`config.mk`:
```
export PLATFORM = sky130hd
export DESIGN_NAME = serial_burst_seq
export DESIGN_NICKNAME = d
export VERILOG_FILES = /design/src/rtl/serial_burst_seq.sv
export SDC_FILE = /design/constraint.sdc
export NUM_CORES = 1
export LEC_CHECK = 0
export CORE_MARGIN = 1
export CORE_UTILIZATION = 48
export DETAILED_ROUTE_END_ITERATION = 8
export DONT_BUFFER_PORTS = 1
export PLACE_DENSITY_LB_ADDON = 0.12
export SETUP_SLACK_MARGIN = 0.05
export SYNTH_ARGS = -nofsm -noshare
export SYNTH_HDL_FRONTEND = slang
export SYNTH_SLANG_ARGS = --single-unit
export TNS_END_PERCENT = 1
```
`constraint.sdc`:
```
create_clock -name serial_clk -period 6.4 [get_ports serial_clk]
set_input_delay 0.96 -clock serial_clk [delete_from_list [all_inputs] [get_ports serial_clk]]
set_output_delay 0.96 -clock serial_clk [all_outputs]
set_load 0.02 [all_outputs]
```
`src/rtl/serial_burst_seq.sv`:
```
// serial_burst_seq: word-burst sequencer between a user word interface and the
// serial duplex controller. It pops TX words into the controller's parallel input,
// pushes received words into an RX FIFO, and gates the controller enables for
// exactly len words per burst. Everything runs on the serial clock's rising edge.
module serial_burst_seq #(
  parameter int unsigned     BITS       = 8,
  parameter int unsigned     FIFO_DEPTH = 4,
  parameter int unsigned     LEN_BITS   = 4,
  parameter logic [BITS-1:0] IDLE_WORD  = '1
) (
  input  logic                serial_clk,
  input  logic                in_rst,
  input  logic                in_start,
  input  logic [LEN_BITS-1:0] in_len,
  input  logic [BITS-1:0]     in_tx_word,
  input  logic                in_tx_push,
  output logic                out_tx_full,
  output logic [BITS-1:0]     out_rx_word,
  input  logic                in_rx_pop,
  output logic                out_rx_empty,
  output logic                out_busy,
  output logic                out_done,
  output logic                out_underrun,
  output logic                out_overflow,
  output logic                out_enable,
  output logic [BITS-1:0]     out_parallel,
  input  logic                in_next_word,
  input  logic                in_word_finished,
  input  logic [BITS-1:0]     in_parallel
);

  localparam int unsigned    PtrW    = (FIFO_DEPTH > 1) ? $clog2(FIFO_DEPTH) : 1;
  localparam int unsigned    CntW    = PtrW + 1;
  localparam logic [CntW-1:0] FullCnt = CntW'(FIFO_DEPTH);

  typedef enum logic {StIdle, StRun} state_e;

  // ---------------------------------------------------------------------------
  // TX FIFO (user side pushes, sequencer pops)
  // ---------------------------------------------------------------------------
  logic [BITS-1:0] tx_mem [FIFO_DEPTH];
  logic [PtrW-1:0] tx_rd_q, tx_wr_q;
  logic [CntW-1:0] tx_cnt_q;
  logic            tx_empty, tx_full, tx_push, tx_pop;
  logic [BITS-1:0] tx_head;

  assign tx_empty    = (tx_cnt_q == '0);
  assign tx_full     = (tx_cnt_q == FullCnt);
  // A push into a full FIFO is dropped even if a pop happens on the same edge.
  assign tx_push     = in_tx_push && !tx_full;
  assign tx_head     = tx_mem[tx_rd_q];
  assign out_tx_full = tx_full;

  // TX pointers and occupancy
  always_ff @(posedge serial_clk or posedge in_rst) begin
    if (in_rst) begin
      tx_rd_q  <= '0;
      tx_wr_q  <= '0;
      tx_cnt_q <= '0;
    end else begin
      if (tx_push) tx_wr_q <= tx_wr_q + PtrW'(1);
      if (tx_pop)  tx_rd_q <= tx_rd_q + PtrW'(1);
      if (tx_push && !tx_pop)      tx_cnt_q <= tx_cnt_q + CntW'(1);
      else if (!tx_push && tx_pop) tx_cnt_q <= tx_cnt_q - CntW'(1);
    end
  end

  // TX storage write
  always_ff @(posedge serial_clk) begin
    if (tx_push) tx_mem[tx_wr_q] <= in_tx_word;
  end

  // ---------------------------------------------------------------------------
  // RX FIFO (sequencer pushes, user side pops, first-word fall-through)
  // ---------------------------------------------------------------------------
  logic [BITS-1:0] rx_mem [FIFO_DEPTH];
  logic [PtrW-1:0] rx_rd_q, rx_wr_q;
  logic [CntW-1:0] rx_cnt_q;
  logic            rx_empty, rx_full, rx_push, rx_pop;

  assign rx_empty     = (rx_cnt_q == '0);
  assign rx_full      = (rx_cnt_q == FullCnt);
  assign rx_pop       = in_rx_pop && !rx_empty;
  assign out_rx_empty = rx_empty;
  // Empty FIFO presents zero so the head is well defined without resetting storage.
  assign out_rx_word  = rx_empty ? '0 : rx_mem[rx_rd_q];

  // RX pointers and occupancy
  always_ff @(posedge serial_clk or posedge in_rst) begin
    if (in_rst) begin
      rx_rd_q  <= '0;
      rx_wr_q  <= '0;
      rx_cnt_q <= '0;
    end else begin
      if (rx_push) rx_wr_q <= rx_wr_q + PtrW'(1);
      if (rx_pop)  rx_rd_q <= rx_rd_q + PtrW'(1);
      if (rx_push && !rx_pop)      rx_cnt_q <= rx_cnt_q + CntW'(1);
      else if (!rx_push && rx_pop) rx_cnt_q <= rx_cnt_q - CntW'(1);
    end
  end

  // RX storage write
  always_ff @(posedge serial_clk) begin
    if (rx_push) rx_mem[rx_wr_q] <= in_parallel;
  end

  // ---------------------------------------------------------------------------
  // Burst control
  // ---------------------------------------------------------------------------
  state_e              state_q, state_d;
  logic [LEN_BITS-1:0] len_q, len_d;
  logic [LEN_BITS-1:0] tx_ctr_q, tx_ctr_d;
  logic [LEN_BITS-1:0] rx_ctr_q, rx_ctr_d;
  logic [BITS-1:0]     par_q, par_d;
  logic                under_q, under_d;
  logic                over_q, over_d;
  logic                done_q, done_d;

  // Burst state and datapath registers
  always_ff @(posedge serial_clk or posedge in_rst) begin
    if (in_rst) begin
      state_q  <= StIdle;
      len_q    <= '0;
      tx_ctr_q <= '0;
      rx_ctr_q <= '0;
      par_q    <= IDLE_WORD;
      under_q  <= 1'b0;
      over_q   <= 1'b0;
      done_q   <= 1'b0;
    end else begin
      state_q  <= state_d;
      len_q    <= len_d;
      tx_ctr_q <= tx_ctr_d;
      rx_ctr_q <= rx_ctr_d;
      par_q    <= par_d;
      under_q  <= under_d;
      over_q   <= over_d;
      done_q   <= done_d;
    end
  end

  // Next-state: start, per-word TX reload and per-word RX capture
  always_comb begin
    state_d  = state_q;
    len_d    = len_q;
    tx_ctr_d = tx_ctr_q;
    rx_ctr_d = rx_ctr_q;
    par_d    = par_q;
    under_d  = under_q;
    over_d   = over_q;
    done_d   = 1'b0;
    tx_pop   = 1'b0;
    rx_push  = 1'b0;
    case (state_q)
      StIdle: begin
        // A start with nothing to send or a zero length leaves everything untouched.
        if (in_start && (in_len != '0) && !tx_empty) begin
          len_d    = in_len;
          par_d    = tx_head;
          tx_pop   = 1'b1;
          tx_ctr_d = LEN_BITS'(1);
          rx_ctr_d = '0;
          under_d  = 1'b0;
          over_d   = 1'b0;
          state_d  = StRun;
        end
      end
      StRun: begin
        if (in_next_word && (tx_ctr_q < len_q)) begin
          tx_ctr_d = tx_ctr_q + LEN_BITS'(1);
          if (!tx_empty) begin
            par_d  = tx_head;
            tx_pop = 1'b1;
          end else begin
            par_d   = IDLE_WORD;
            under_d = 1'b1;
          end
        end
        if (in_word_finished) begin
          if (!rx_full) rx_push = 1'b1;
          else          over_d  = 1'b1;
          if (rx_ctr_q == len_q - LEN_BITS'(1)) begin
            state_d = StIdle;
            done_d  = 1'b1;
          end else begin
            rx_ctr_d = rx_ctr_q + LEN_BITS'(1);
          end
        end
      end
      default: state_d = StIdle;
    endcase
  end

  assign out_enable   = (state_q == StRun);
  assign out_busy     = (state_q == StRun);
  assign out_done     = done_q;
  assign out_underrun = under_q;
  assign out_overflow = over_q;
  assign out_parallel = par_q;

endmodule

```
Yosys cells after proc, flatten, opt, wreduce, memory -nomap -nowiden

Memory sizes are Yosys's and may differ from the RTL's.
Cells that the tools add are included.
W data, S select, Z words.

Memories kept: 2
RAM bits: 64
Bits in registers: 38
Output and inout bits: 23
Word-level logic and storage cells: 104

Equality and inequality tests: 9
Bitwise logic cells: 1
Muxes and demuxes: 40
Add/sub/neg operators: 11
Reductions and logical operators: 26
Magnitude comparators: 1

Memory list:

| memory | depth | width | read ports | clocked after memory_dff | write ports | RTL line | RTL |
|---|---|---|---|---|---|---|---|
| rx_mem | 4     | 8     | 1          | 0                        | 1           | 76       | `logic [BITS-1:0] rx_mem [FIFO_DEPTH];` |
| tx_mem | 4     | 8     | 1          | 0                        | 1           | 41       | `logic [BITS-1:0] tx_mem [FIFO_DEPTH];` |

Operator list:

| cell                  | number |
|---|---|
| $mux W8               | 4 |
| $mux W1               | 20 |
| $mux W4               | 5 |
| $pmux W4 S2           | 2 |
| $pmux W8 S2           | 1 |
| $mux W3               | 4 |
| $ne A2 B2 Y1 const B  | 5 |
| $logic_and A1 B1 Y1   | 9 |
| $reduce_and A3 Y1     | 3 |
| $add A2 B1 Y2 const B | 4 |
| $add A4 B1 Y4 const B | 2 |
| $pmux W1 S2           | 4 |
| $logic_not A1 Y1      | 7 |
| $add A3 B1 Y3 const B | 2 |
| $eq A3 B3 Y1 const B  | 2 |
| $logic_not A3 Y1      | 2 |
| $sub A3 B1 Y3 const B | 2 |
| $eq A4 B4 Y1          | 1 |
| $lt A4 B4 Y1          | 1 |
| $reduce_and A2 Y1     | 2 |
| $reduce_bool A2 Y1    | 2 |
| $reduce_bool A4 Y1    | 1 |
| $sub A4 B1 Y4 const B | 1 |
| $ne A2 B1 Y1 const B  | 1 |
| $not A1 Y1            | 1 |

Longest topological paths before layout

Gate-level depths: netlist of run 1.

Word-level depth: 8
Gate-level depth with buffers: 13
Depth with buffers taken out: 13

Worst setup path before layout of run 1

Ideal clock, no wire load.

Path type: input port to flip-flop
Start: input in_len[0]
End: register tx_cnt_q[2]
Cell stages on the path: 11
Library setup time: 79 ps
Setup slack: 3442 ps
Path buffers: 1
Arrival time: 2879 ps
Cell sequence: o41ai_1 -> or3_1 -> buf_2 -> a21oi_1 -> inv_1 -> ha_1 -> inv_1 -> fa_1 -> xor2_1 -> nor2_1 -> xor2_1

Word-level cells in the longest chain between the ends: 8
Elaborated cells on any way between the ends: 10

RTL lines:

| what                                          | RTL line | RTL |
|---|---|---|
| from (decl)                                   | 14       | `input logic [LEN_BITS-1:0] in_len,` |
| $reduce_bool A4 Y1 (*)                        | 157      | `if (in_start && (in_len != '0) && !tx_empty) begin` |
| $logic_and A1 B1 Y1 (*) (2 in a row)          | 157      |  |
| $mux W1 (*)                                   | 157      |  |
| $pmux W1 S2 (*)                               | 154      | `case (state_q)` |
| $logic_not A1 Y1                              | 63       | `if (tx_push && !tx_pop) tx_cnt_q <= tx_cnt_q + CntW'(1);` |
| $logic_and A1 B1 Y1                           | 63       |  |
| $mux W3 or $reduce_bool A2 Y1 (tied branches) | --       |  |
| to (signal assigned)                          | 63       |  |
| to (signal assigned)                          | 64       | `else if (!tx_push && tx_pop) tx_cnt_q <= tx_cnt_q - CntW'(1);` |
| to (decl)                                     | 43       | `logic [CntW-1:0] tx_cnt_q;` |

Mark *: on every way between the ends. The rest lies on a longest branch, timed or not.
A chain may end at the register's enable or synchronous reset.

Worst setup path in the final report of run 1

Start: register rx_rd_q[0]
End: output out_rx_word[5]

Word-level cells in the longest chain between the ends: 2

RTL lines:

| what                   | RTL line | RTL |
|---|---|---|
| from (decl)            | 77       | `logic [PtrW-1:0] rx_rd_q, rx_wr_q;` |
| from (signal assigned) | 96       | `if (rx_pop) rx_rd_q <= rx_rd_q + PtrW'(1);` |
| $mem_v2 Z4 W8          | --       |  |
| $mux W8                | 86       | `assign out_rx_word = rx_empty ? '0 : rx_mem[rx_rd_q];` |
| to (decl)              | 18       | `output logic [BITS-1:0] out_rx_word,` |

No other way between the ends.

==> results of run 1 <==
worst max-delay path by stage:
stage	slack, ps	startpoint	depth (start not counted)	endpoint
2_1_floorplan	3440	in_len[0]	11	tx_cnt_q[2]
3_3_place_gp	3220	in_len[0]	10	tx_cnt_q[2]
3_5_place_dp	3180	in_len[0]	10	tx_cnt_q[2]
4_1_cts	3430	rx_rd_q[0]	2	out_rx_word[5]
5_1_grt	3380	rx_rd_q[0]	2	out_rx_word[5]
6_report	3490	rx_rd_q[0]	2	out_rx_word[5]
power breakdown:
part	switching, W	total [W]	internal, W
Clock	0.000234	0.000386	0.000152
Combinational	0.000434	0.000823	0.000389
Sequential	0.000226	0.00117	0.000940
Total	0.000894	0.00237	0.00148
cells by family after synthesis:
kind of cell	synth area share (%)
DFF	65.1
and+or+nand+nor	7.40
buffers and inverters	3.33
muxes	10.7
AOI/OAI and AO/OA	4.32
xor gates and xnor gates	3.76
adders and majority gates	5.42
per-layer routing:
| layer | global-route usage [%] | up-vias | routed length, um |
|---|---|---|---|
| li1 | - | 1047 | - |
| met1 | 19.9 | 1090 | 3140 |
| met2 | 27.6 | 34 | 3460 |
| met3 | 4.01 | 9 | 289 |
| met4 | 6.99 | 0 | 119 |
| met5 | 0 | - | 0 |
metrics by stage:
stage	instances	total power (W)	instance area (sq um)	worst slack, ps
after floorplan	293	0.00186	4430	3440
after global placement	391	0.00202	4520	3220
after detailed placement	391	0.00203	4520	3180
after CTS	407	0.00242	4710	3430
after global routing	407	0.00256	4710	3380
final	407	0.00237	4710	3490
sequential cells by signal, indices dropped and copies added (netlist names), 2 cells and up:
signal / count
rx_mem: 32
tx_mem: 32
out_parallel: 8
len_q: 4
rx_ctr_q: 4
tx_ctr_q: 4
rx_cnt_q: 3
tx_cnt_q: 3
rx_rd_q: 2
rx_wr_q: 2
tx_rd_q: 2
tx_wr_q: 2
cells in the final DEF (no fill, tap or decap), types with 2 or more instances in the layout:
cell type	synthesis	final
o21ai_0	10	10
nor3_1	3	3
xnor2_1	10	10
fa_1	2	2
a21oi_1	4	4
dfrtp_1	30	30
o31ai_1	2	2
nand2_1	11	11
or3_1	4	4
edfxtp_1	64	64
mux2_2	3	3
inv_8	0	3
xor2_1	9	9
inv_1	26	26
ha_1	16	16
mux4_2	16	16
nand3_1	6	6
and2_1	17	17
mux2i_1	8	8
o211ai_1	3	3
clkbuf_8	0	9
nor2_1	17	17
dfstp_2	8	8
inv_6	0	2
layout make-up:
type / count / area share [%]
Clock inverter: 7 / 1.35
Timing Repair Buffer: 1 / 0.159
Sequential cell: 102 / 61.2
Clock buffer: 9 / 2.63
Inverter: 26 / 2.07
Tap cell: 108 / 2.87
Multi-Input combinational cell: 154 / 29.7
==> impl_metrics.py, run 1 <==
metrics = {
    "outcome": {
        "status": "complete, but fails checks",
        "violations": "design-rule violations",
    },
    "die": {
        "initial_utilization_pct": 50.1,
        "core_area_sq_um": 8850,
        "pin_count": 50,
        "die_h_um": 98.1,
        "dieWidth_um": 98.1,
        "fp-row-count": 34,
        "die_area_sq_um": 9620,
    },
    "synthesis": {
        "synthCells": 293,
        "ys_seq_area_share_pct": 65.1,
        "synthesis.area_sq_um": 4430,
        "synth_nets": 338,
        "synth.distinct_cells": 38,
        "synthFlopType": "edfxtp_1",
        "ys_warn_count": 0,
        "synth_top_cells_by_area": "edfxtp_1 43%, dfrtp_1 17%, mux4_2 8.1%",
        "synth_area_per_cell_sq_um": 15.1,
        "synth_most_common_cell": "edfxtp_1",
        "async_flop_share_pct": 37.3,
        "synth_seq_cells": 102,
        "yosysTopAreaCellShare_pct": 43.4,
        "synthTopCellsByCount": "64 x edfxtp_1, 30 x dfrtp_1, 26 x inv_1, 17 x and2_1, 17 x nor2_1",
        "synth_edf_count": 64,
        "yosysTopAreaCell": "edfxtp_1",
    },
    "timing": {
        "rsz0062_at_grt": "no",
        "tightest_slew_ps": 1180,
        "fin_tns_setup_ps": 0,
        "final-setup-viol-count": 0,
        "worst_hold_slack_ps": 442,
        "final_hold_viol_count": 0,
        "drv_slew": 0,
        "max_freq_mhz": 343,
        "slew_headroom_pct": 21.0,
        "period_minus_slack_ps": 2910,
        "fin_skew_ps": 11.1,
        "finalCritPeriodShare_pct": 45.5,
    },
    "clocking": {
        "cts_hold_buffers": 0,
        "clockBufferDepth": 2,
        "cts.clk_slew.worst_paths_ps": 100,
        "clk_latency_ps": 360,
        "post-cts-setup-buffers": 0,
        "tritoncts": "done",
        "clock-sinks": 102,
        "cts_root_buf": "clkbuf_8",
        "postCtsResizedCells": 0,
        "cts_buffers": 9,
        "h-tree-depth": 3,
    },
    "setup_path": {
        "crit_family": "flip-flops",
        "reg2reg_slack_ps": 3710,
        "startpoint_type": "register",
        "crit_fanout": 10,
        "crit_chain": "mux4_2, and2_1",
        "r2r_start": "out_busy",
        "critPathSlowestCell": "dfrtp_1",
        "r2r_cells": 7,
        "max_stage_delay_ps": 750,
        "endpoint_kind": "output port",
        "critPathKind": "register to output port",
        "critPathBufInv": 0,
        "required_ps": 5440,
        "crit_arrival_ps": 1950,
        "r2r_end": "tx_cnt_q[1]",
    },
    "global_routing": {
        "antenna_found_initial": 0,
        "grt_pass1_wl_mm": 11.6,
        "grt_max_degree": 31,
        "grt.total_usage_pct": 16.3,
        "grt_pass1_vias": 2281,
        "grt-ovfl-total": 0,
    },
    "pwr": {
        "p_per_area_nw_per_um2": 504,
        "p_leak_nw": 1.79,
        "irDropWorstVdd_v": 0.000186,
    },
    "layout": {
        "fillers": 764,
        "drive_gt1_share_pct": 16.4,
        "fin_util_pct": 53.2,
        "layout.nets": 339,
        "multiInputGateArea_sq_um": 1400,
        "diodes": 0,
        "areaGrowthSynthToFinish_pct": 6.33,
        "regArea_sq_um": 2880,
    },
    "place": {
        "hpwl_mm": 4.75,
        "gp_congestion": 0.710,
        "port_buffers": 0,
    },
    "drt": {
        "antenna_left": 0,
        "route.detailed.drc": 3,
        "wirelength_mm": 7.01,
        "wl_per_cell_um": 17.2,
        "dr.pass1.iters": 8,
        "vias": 2180,
        "drtIter0Drc": 100,
        "viasPerCell": 5.36,
    },
    "job": {
        "max_cap_viol_count": 0,
    },
    "min_path": {
        "hp-class": "input port to asynchronous set/reset pin",
    },
}
Power figures use the tool's default switching activity.
==> run 2: changes to the inputs <==
==> constraint.sdc (replaced) <==
create_clock -name serial_clk -period 2.5 [get_ports serial_clk]
set_input_delay 0.375 -clock serial_clk [delete_from_list [all_inputs] [get_ports serial_clk]]
set_output_delay 0.375 -clock serial_clk [all_outputs]
set_load 0.02 [all_outputs]
==> run 2 against run 1 <==
Compared with the run above: the run still ends with design-rule violations left; flip-flop and latch count is the same; wire length rose by 5.4%; via count increased by 5.5%; final cell count is 5.7% higher; combinational power rose to 3.0 times the previous value; clock skew increased by 12 ps; core utilization up 2.6 points; non-clock buffer count increased by 23; highest routed layer unchanged; count of clock-buffer cells in the layout unchanged; sequential power rose to 2.5 times the previous value; hold slack got worse by 360 ps.
==> impl_metrics.py, run 2 (synthesis results as in run 1) <==
metrics = {
    "setup_path": {
        "critPathKind": "register to register",
        "crit_family": "adder cells",
        "critPathSlowestCell": "dfrtp_1",
        "critPathBufInv": 3,
        "required_ps": 2750,
        "cp_num_cells": 10,
        "crit_chain": "inv_2, ha_4, a2111oi_4, o21ai_2, a21oi_2, inv_2, ha_4, inv_2, fa_1, mux2_2",
        "crit_top_cell": "inv_2",
        "endpoint_kind": "register",
        "r2r_start": "len_q[1]",
        "cp-startpoint": "len_q[1]",
        "crit_arrival_ps": 2660,
        "r2r_cells": 10,
        "max_stage_delay_ps": 410,
        "startpoint_type": "register",
        "crit_fanout": 2,
    },
    "drt": {
        "drtIter0Drc": 96,
        "route.detailed.drc": 4,
        "wirelength_mm": 7.39,
        "dr.pass1.iters": 6,
        "viasPerCell": 5.35,
        "vias": 2299,
        "wl_per_cell_um": 17.2,
        "antenna_left": 0,
    },
    "global_routing": {
        "grt.total_usage_pct": 16.8,
        "use_met2_pct": 26.9,
        "antenna_found_initial": 0,
        "grt_pass1_wl_mm": 12.2,
        "grt.met3_usage_pct": 3.65,
        "grt_pass1_vias": 2350,
        "busiest_layer": "met2",
        "grt-ovfl-total": 0,
        "grt_max_degree": 36,
        "use_met1_pct": 22.4,
    },
    "clocking": {
        "clockBufferDepth": 2,
        "h-tree-depth": 3,
        "cts_buffers": 9,
        "clock-sinks": 102,
        "cts_root_buf": "clkbuf_8",
        "cts.clk_slew.worst_paths_ps": 120,
        "tritoncts": "done",
        "clk_latency_ps": 370,
    },
    "min_path": {
        "hp-class": "input port to register",
        "hold_start": "in_parallel[0]",
        "min_path_cells": 0,
    },
    "die": {
        "pin_count": 50,
        "dieWidth_um": 98.1,
        "fp-row-count": 34,
        "initial_utilization_pct": 50.1,
        "core_area_sq_um": 8850,
        "die_area_sq_um": 9620,
        "die_h_um": 98.1,
    },
    "outcome": {
        "violations": "design-rule violations",
        "status": "complete, but fails checks",
    },
    "layout": {
        "areaGrowthSynthToFinish_pct": 11.4,
        "diodes": 0,
        "layout_commonest_cell": "edfxtp_1",
        "layout_common_cells": "64 x edfxtp_1, 30 x dfrtp_1, 23 x buf_4",
        "drive_gt1_share_pct": 25.2,
        "layout.nets": 362,
    },
    "timing": {
        "period_minus_slack_ps": 2410,
        "final-setup-viol-count": 0,
        "layout_setup_ws_ps": 89.2,
        "finalCritPeriodShare_pct": 96.4,
        "rsz0062_at_grt": "yes",
        "max_freq_mhz": 415,
        "slew_headroom_pct": 59.8,
        "fin_tns_setup_ps": 0,
        "tightest_slew_ps": 602,
        "drv_slew": 0,
        "final_hold_viol_count": 0,
        "fin_skew_ps": 23.6,
    },
    "place": {
        "place_ws_ps": 33.3,
        "hpwl_mm": 4.93,
        "port_buffers": 0,
        "gp_congestion": 0.735,
    },
    "pwr": {
        "irDropWorstVdd_v": 0.000500,
        "p_per_area_nw_per_um2": 1310,
        "p_leak_nw": 1.90,
    },
    "job": {
        "max_cap_viol_count": 0,
    },
}
==> run 2: cell type report <==
cell class,count,area (sq um)
Multi-Input combinational cell,154,1440
Inverter,26,97.6
Timing Repair Buffer,24,183
Tap cell,108,135
Clock buffer,9,124
Sequential cell,102,2880
Fill cell,717,3910
Clock inverter,7,73.8
==> run 2: path summary, 6_finish.rpt <==
kind	to	slack [ps]
max reg2reg	tx_cnt_q[1]	90
min reg2reg	tx_cnt_q[2]	510
min in group asynchronous	rx_rd_q[0]	310
max	tx_cnt_q[1]	90
max in group asynchronous	out_parallel[2]	1480
min	rx_mem[3][0]	90
==> run 2: timing repair <==
| item | in CTS | in global routing |
|---|---|---|
| hold endpoints to repair | 3 | 0 |
| pin swaps | 3 | 3 |
| gates resized for setup | 3 | 7 |
| setup endpoints to repair | 1 | 2 |
| setup buffers | 5 | 3 |
| hold buffers | 1 | 0 |
==> run 2: metrics by stage <==
step	instances	utilization, %	total power [W]	area, sq um	hold slack (ps)
2_1_floorplan	293	-	0.00476	4430	469
3_3_place_gp	405	52.3	0.00527	4630	148
3_5_place_dp	405	52.3	0.00533	4630	153
4_1_cts	427	55.3	0.00647	4890	72.5
5_1_grt	430	55.8	0.00695	4940	62.0
6_report	430	55.8	0.00647	4940	87.4
==> run 2: report_power, final <==
group,switching (W),internal (W)
sequential,0.000535,0.00241
clock,0.000623,0.000393
combinational,0.00125,0.00126
total,0.00241,0.00406
==> run 2: metal layers <==
| metal | wire, um | up-vias | share of wire (%) |
|---|---|---|---|
| met5 | 0 | - | 0 |
| met2 | 3550 | 42 | 48 |
| li1 | - | 1092 | - |
| met3 | 260 | 10 | 3.5 |
| met1 | 3470 | 1155 | 47 |
| met4 | 104 | 0 | 1.4 |
